**src/rtl/iir_biquad_df1_pkg.sv**
```systemverilog
// Shared types for the DF-I biquad: filter-type values common with the coefficient
// model, plus the controller state and coefficient-slot enums.
package iir_biquad_types_pkg;
    typedef enum logic [2:0] {
        FT_LOWPASS,
        FT_HIGHPASS,
        FT_BANDPASS,
        FT_NOTCH,
        FT_ALLPASS
    } filter_type_e;
endpackage

package iir_biquad_df1_pkg;
    import iir_biquad_types_pkg::*;

    typedef filter_type_e biquad_type_t;

    typedef enum logic [1:0] {
        ST_IDLE,
        ST_MAC,
        ST_OUT
    } state_e;

    // Order of the enum is the order the shared multiplier walks the taps.
    typedef enum logic [2:0] {
        CI_B0,
        CI_B1,
        CI_B2,
        CI_A1,
        CI_A2
    } coef_idx_t;
endpackage

```
**src/rtl/iir_sat_shift.sv**
```systemverilog
// Arithmetic right shift (truncating) of a wide signed value, then clamp to a
// narrower signed range with a flag when clamping happened.
module iir_sat_shift #(
    parameter int IN_W_P  = 64,
    parameter int OUT_W_P = 32,
    parameter int SHIFT_P = 15
) (
    input  logic signed [IN_W_P-1:0]  data_i,
    output logic signed [OUT_W_P-1:0] data_o,
    output logic                      sat_o
);
    logic signed [IN_W_P-1:0]    shifted;
    logic [IN_W_P-OUT_W_P:0]     top_bits;

    assign shifted  = data_i >>> SHIFT_P;
    assign top_bits = shifted[IN_W_P-1:OUT_W_P-1];

    // In range only when every bit above the output sign bit repeats it.
    always_comb begin
        sat_o  = 1'b0;
        data_o = shifted[OUT_W_P-1:0];
        if (!((&top_bits) || !(|top_bits))) begin
            sat_o  = 1'b1;
            data_o = shifted[IN_W_P-1] ? {1'b1, {(OUT_W_P-1){1'b0}}}
                                       : {1'b0, {(OUT_W_P-1){1'b1}}};
        end
    end
endmodule

```
**src/rtl/iir_biquad_df1.sv**
```systemverilog
// Direct Form I biquad with a single time-shared multiplier: one sample in,
// five MAC cycles (b0,b1,b2,a1,a2), one registered output held until accepted.
module iir_biquad_df1
    import iir_biquad_df1_pkg::*;
#(
    parameter int N_BITS_P = 32,
    parameter int Q_BITS_P = 15
) (
    input  logic                       clk,
    input  logic                       rst_n,
    input  logic                       x_valid,
    output logic                       x_ready,
    input  logic signed [N_BITS_P-1:0] x_data,
    output logic                       y_valid,
    input  logic                       y_ready,
    output logic signed [N_BITS_P-1:0] y_data,
    input  logic signed [N_BITS_P-1:0] cr_b0,
    input  logic signed [N_BITS_P-1:0] cr_b1,
    input  logic signed [N_BITS_P-1:0] cr_b2,
    input  logic signed [N_BITS_P-1:0] cr_a1,
    input  logic signed [N_BITS_P-1:0] cr_a2,
    input  logic                       cr_coef_update,
    input  logic                       cr_clear,
    output logic                       sr_overflow
);
    localparam int ACC_W = 2 * N_BITS_P;

    state_e                     state_q;
    coef_idx_t                  idx_q;
    logic                       x_ready_q, y_valid_q, ovf_q, upd_pend_q, clr_pend_q;
    logic signed [N_BITS_P-1:0] b0_q, b1_q, b2_q, a1_q, a2_q;
    logic signed [N_BITS_P-1:0] x0_q, x1_q, x2_q, y1_q, y2_q, y_data_q;
    logic signed [ACC_W-1:0]    acc_q, acc_d, prod_d;
    logic signed [N_BITS_P-1:0] coef_d, opnd_d, sat_data_d;
    logic                       sat_flag_d, upd_now, clr_now;

    assign upd_now = cr_coef_update || upd_pend_q;
    assign clr_now = cr_clear || clr_pend_q;

    // Operand select and accumulate; feedback taps subtract.
    always_comb begin
        coef_d = b0_q;
        opnd_d = x0_q;
        case (idx_q)
            CI_B1:   begin coef_d = b1_q; opnd_d = x1_q; end
            CI_B2:   begin coef_d = b2_q; opnd_d = x2_q; end
            CI_A1:   begin coef_d = a1_q; opnd_d = y1_q; end
            CI_A2:   begin coef_d = a2_q; opnd_d = y2_q; end
            default: begin coef_d = b0_q; opnd_d = x0_q; end
        endcase
        prod_d = ACC_W'(coef_d) * ACC_W'(opnd_d);
        acc_d  = (idx_q == CI_A1 || idx_q == CI_A2) ? acc_q - prod_d : acc_q + prod_d;
    end

    iir_sat_shift #(
        .IN_W_P (ACC_W),
        .OUT_W_P(N_BITS_P),
        .SHIFT_P(Q_BITS_P)
    ) u_sat (
        .data_i(acc_d),
        .data_o(sat_data_d),
        .sat_o (sat_flag_d)
    );

    always_ff @(posedge clk) begin
        if (!rst_n) begin
            state_q    <= ST_IDLE;
            idx_q      <= CI_B0;
            x_ready_q  <= 1'b0;
            y_valid_q  <= 1'b0;
            y_data_q   <= '0;
            ovf_q      <= 1'b0;
            upd_pend_q <= 1'b0;
            clr_pend_q <= 1'b0;
            acc_q      <= '0;
            {b0_q, b1_q, b2_q, a1_q, a2_q} <= '0;
            {x0_q, x1_q, x2_q, y1_q, y2_q} <= '0;
        end else begin
            if (cr_coef_update) upd_pend_q <= 1'b1;
            if (cr_clear)       clr_pend_q <= 1'b1;
            case (state_q)
                ST_IDLE: begin
                    // Loads and clears land before a coincident sample starts MAC.
                    if (upd_now) begin
                        b0_q <= cr_b0;
                        b1_q <= cr_b1;
                        b2_q <= cr_b2;
                        a1_q <= cr_a1;
                        a2_q <= cr_a2;
                        upd_pend_q <= 1'b0;
                    end
                    if (clr_now) begin
                        {x1_q, x2_q, y1_q, y2_q} <= '0;
                        ovf_q      <= 1'b0;
                        clr_pend_q <= 1'b0;
                    end
                    if (x_valid && x_ready_q) begin
                        x0_q      <= x_data;
                        acc_q     <= '0;
                        idx_q     <= CI_B0;
                        x_ready_q <= 1'b0;
                        state_q   <= ST_MAC;
                    end else begin
                        x_ready_q <= 1'b1;
                    end
                end
                ST_MAC: begin
                    acc_q <= acc_d;
                    if (idx_q == CI_A2) begin
                        y_data_q  <= sat_data_d;
                        y_valid_q <= 1'b1;
                        if (sat_flag_d) ovf_q <= 1'b1;
                        state_q   <= ST_OUT;
                    end else begin
                        idx_q <= coef_idx_t'(idx_q + 3'd1);
                    end
                end
                ST_OUT: begin
                    if (y_ready) begin
                        x2_q      <= x1_q;
                        x1_q      <= x0_q;
                        y2_q      <= y1_q;
                        y1_q      <= y_data_q;
                        y_valid_q <= 1'b0;
                        x_ready_q <= 1'b1;
                        state_q   <= ST_IDLE;
                    end
                end
                default: state_q <= ST_IDLE;
            endcase
        end
    end

    assign x_ready     = x_ready_q;
    assign y_valid     = y_valid_q;
    assign y_data      = y_data_q;
    assign sr_overflow = ovf_q;
endmodule

```
**config.mk**
```make
export PLATFORM = sky130hd
export DESIGN_NAME = iir_biquad_df1
export DESIGN_NICKNAME = d
export VERILOG_FILES = /design/src/rtl/iir_biquad_df1_pkg.sv /design/src/rtl/iir_sat_shift.sv /design/src/rtl/iir_biquad_df1.sv
export SDC_FILE = /design/constraint.sdc
export NUM_CORES = 2
export LEC_CHECK = 0
export CORE_MARGIN = 4
export CORE_UTILIZATION = 45
export DETAILED_ROUTE_END_ITERATION = 16
export DONT_BUFFER_PORTS = 1
export PLACE_DENSITY = 0.61
export SYNTH_ARGS = -nofsm -noshare
export SYNTH_HDL_FRONTEND = slang
export SYNTH_SLANG_ARGS = --single-unit
```
**constraint.sdc**
```tcl
create_clock -name clk -period 13.08 [get_ports clk]
set_input_delay 0 -clock clk [delete_from_list [all_inputs] [get_ports clk]]
set_output_delay 0 -clock clk [all_outputs]
set_load 0.005 [all_outputs]
```
==> impl_metrics.env <==
export IMPL_rows=132
export IMPL_ant_nets=0
export IMPL_synth_area_sq_mm=0.0585
export IMPL_rsz0062_at_grt="true"
export IMPL_cts_root_buffer="clkbuf_16"
export IMPL_yosysWarnings=0
export IMPL_tns_ns=-3.17
export IMPL_synth_seq_area_share=0.146
export IMPL_dp_cells=9263
export IMPL_cpPeakStageDelay_ns=0.60
export IMPL_pwr_density_cell_mw_per_mm2=91.0
export IMPL_fin_cells=9694
export IMPL_syn_inst=6988
export IMPL_final_nets=9445
export IMPL_required_ns=13.67
export IMPL_htreeDepth=2
export IMPL_cp_slowest_cell="fa_2"
export IMPL_startpoint_type="register"
export IMPL_cts_tree="yes"
export IMPL_clk_latency_ns=0.66
export IMPL_synth_net_count=8522
export IMPL_dpl_cell_area_sq_mm=0.0675
export IMPL_grt_max_degree=117
export IMPL_largest_register_ffs=64
export IMPL_top_register="acc_q"
export IMPL_clk_path_buf_depth=3
export IMPL_syn_area_per_cell_sq_um=8.38
export IMPL_synth_seq_cells=426
export IMPL_dpl_worst_slack_ns=-0.995
export IMPL_hp_class="input pin to register"
export IMPL_syn_to_final_growth_pct=26.7
export IMPL_hold_ws_ns=0.0227
export IMPL_path_common_cell="buf_4"
export IMPL_grt_total_usage=0.322
export IMPL_period_needed_ns=13.21
export IMPL_ys_types=89
export IMPL_place_gp_congestion=1.00
export IMPL_grt_ovfl_total=0
export IMPL_mostFrequentLayoutCells="nand2_1 (1169), fa_1 (1058), inv_1 (969), buf_4 (911), nor2_1 (689)"
export IMPL_die_x_microns=369
export IMPL_max_slew_margin_rel=0.190
export IMPL_drt_wl_total_microns=218000
export IMPL_violations="setup timing"
export IMPL_wl_per_cell_microns=22.5
export IMPL_die_area_sq_mm=0.136
export IMPL_design_area_sq_mm=0.0742
export IMPL_grt_pass1_vias=54722
export IMPL_drv_slew=0
export IMPL_skew_ns=0.0756
export IMPL_grt_pass1_wl_microns=336000
export IMPL_crit_fanout=8
export IMPL_via_per_inst=5.52
export IMPL_tightest_slew_ns=1.20
export IMPL_power_leakage_nw=33.7
export IMPL_clock_fmax_mhz=75.7
export IMPL_mostFrequentLayoutCell="nand2_1"
export IMPL_drc_errors=0
export IMPL_ys_flop_type="dfxtp_1"
export IMPL_crit_type="register to register"
export IMPL_drive_gt1_frac=0.194
export IMPL_endpoint_kind="register"
export IMPL_finalHoldViolations=0
export IMPL_synth_edf_count=0
export IMPL_first_iter_violations=5124
export IMPL_setup_viol=32
export IMPL_cts_sinks=426
export IMPL_antenna_found_initial=7
export IMPL_cts_buffers=47
export IMPL_first_pass_iters=6
export IMPL_vias=53524
export IMPL_die_h_microns=369
export IMPL_port_buffer_count=0
export IMPL_async_flop_share=0
export IMPL_crit_arrival_ns=13.80
export IMPL_synth_top_area_share=0.370
export IMPL_fin_crit_sh=1.01
export IMPL_outcome="finished with violations"
export IMPL_cts_clk_slew_worst_paths_ns=0.07
export IMPL_peakVddDrop_mv=0.118
export IMPL_setup_ws_ns=-0.127
export IMPL_netlist_top_cells_area="fa_1 (37%), dfxtp_1 (15%), nand2_1 (7.6%), inv_1 (6.3%), ha_1 (5.4%)"
export IMPL_io_pins=233
export IMPL_maxCapViolations=0
export IMPL_initial_core_util=0.453
export IMPL_core_area_sq_mm=0.129
export IMPL_synth_top_area_cell="fa_1"
export IMPL_fillerInstances=11585
export IMPL_dp_hpwl_microns=177000
layer usage:
metal,GRT usage,part of all wire
met1,0.452,0.43
met2,0.500,0.45
met3,0.0675,0.088
met4,0.104,0.041
met5,0,0
final timing paths:
path	endpoint	startpoint	slack, ns	cells past startpoint
worst max-delay path	y_data[19]	idx_q[0]	-0.13	55
worst min-delay path	a1_q[0]	cr_coef_update	0.02	4
worst max register to register	y_data[19]	idx_q[0]	-0.13	55
worst min register to register	x2_q[13]	x2_q[13]	0.45	2
critical path, delay by kind of cell, from the launching register on:
family                   cells  cell delay [ns]
adder cells (fa/ha/maj)     12             5.05
AO/OA/AOI/OAI               12             2.14
flip-flops                   1             0.36
multiplexers                 1             0.22
buffers and inverters       15             2.14
XOR/XNOR                     2             0.35
AND/OR/NAND/NOR             13             2.80
logic make-up (layout without fill, tap and decap cells):
family          after synthesis  in the layout  share of synthesized area
compound gates             1163           1163                      0.121
simple gates               2368           2368                      0.170
flops                       426            426                      0.146
fa+ha+maj                  1336           1336                      0.424
xor+xnor                    180            180                     0.0273
mux                         118            118                     0.0213
other cells                   0              7                          0
buf+inv                    1397           2354                     0.0908
synth_stat cells, drive strengths merged (52+ instances only):
cell / instances
clkbuf: 369
a21oi: 589
xor2: 73
ha: 253
o21ai: 181
a22oi: 137
xnor2: 107
fa: 1083
mux2i: 66
nand2: 1179
nand3: 211
mux2: 52
dfxtp: 426
nor2: 703
inv: 989
power by group:
group | switching, W | internal (W)
Clock | 0.000610 | 0.000775
Combinational | 0.00221 | 0.00173
Sequential | 0.0000551 | 0.00136
final cells by class:
class | count | area [sq um] | share of cell area
Clock buffer | 65 | 1320 | 0.0178
Multi-Input combinational cell | 5165 | 46400 | 0.626
Antenna cell | 7 | 17.5 | 0.000236
Timing Repair Buffer | 1282 | 11700 | 0.158
Inverter | 989 | 3720 | 0.0502
Clock inverter | 18 | 260 | 0.00351
Tap cell | 1742 | 2180 | 0.0294
Sequential cell | 426 | 8540 | 0.115
what timing repair did:
item,in CTS,in global routing
endpoints found under the hold margin,341,0
resized for setup,158,195
pin swaps,69,140
buffers inserted,51,64
setup endpoints to repair,38,35
gates cloned,9,3
hold buffers,226,0
stage by stage:
stage	total power [W]	utilization
detailed placement	0.00496	0.522
floorplan	0.00336	-
finish	0.00675	0.573
CTS	0.00654	0.563
global placement	0.00495	0.522
global route	0.00713	0.573
(Power assumes the default switching activity.)
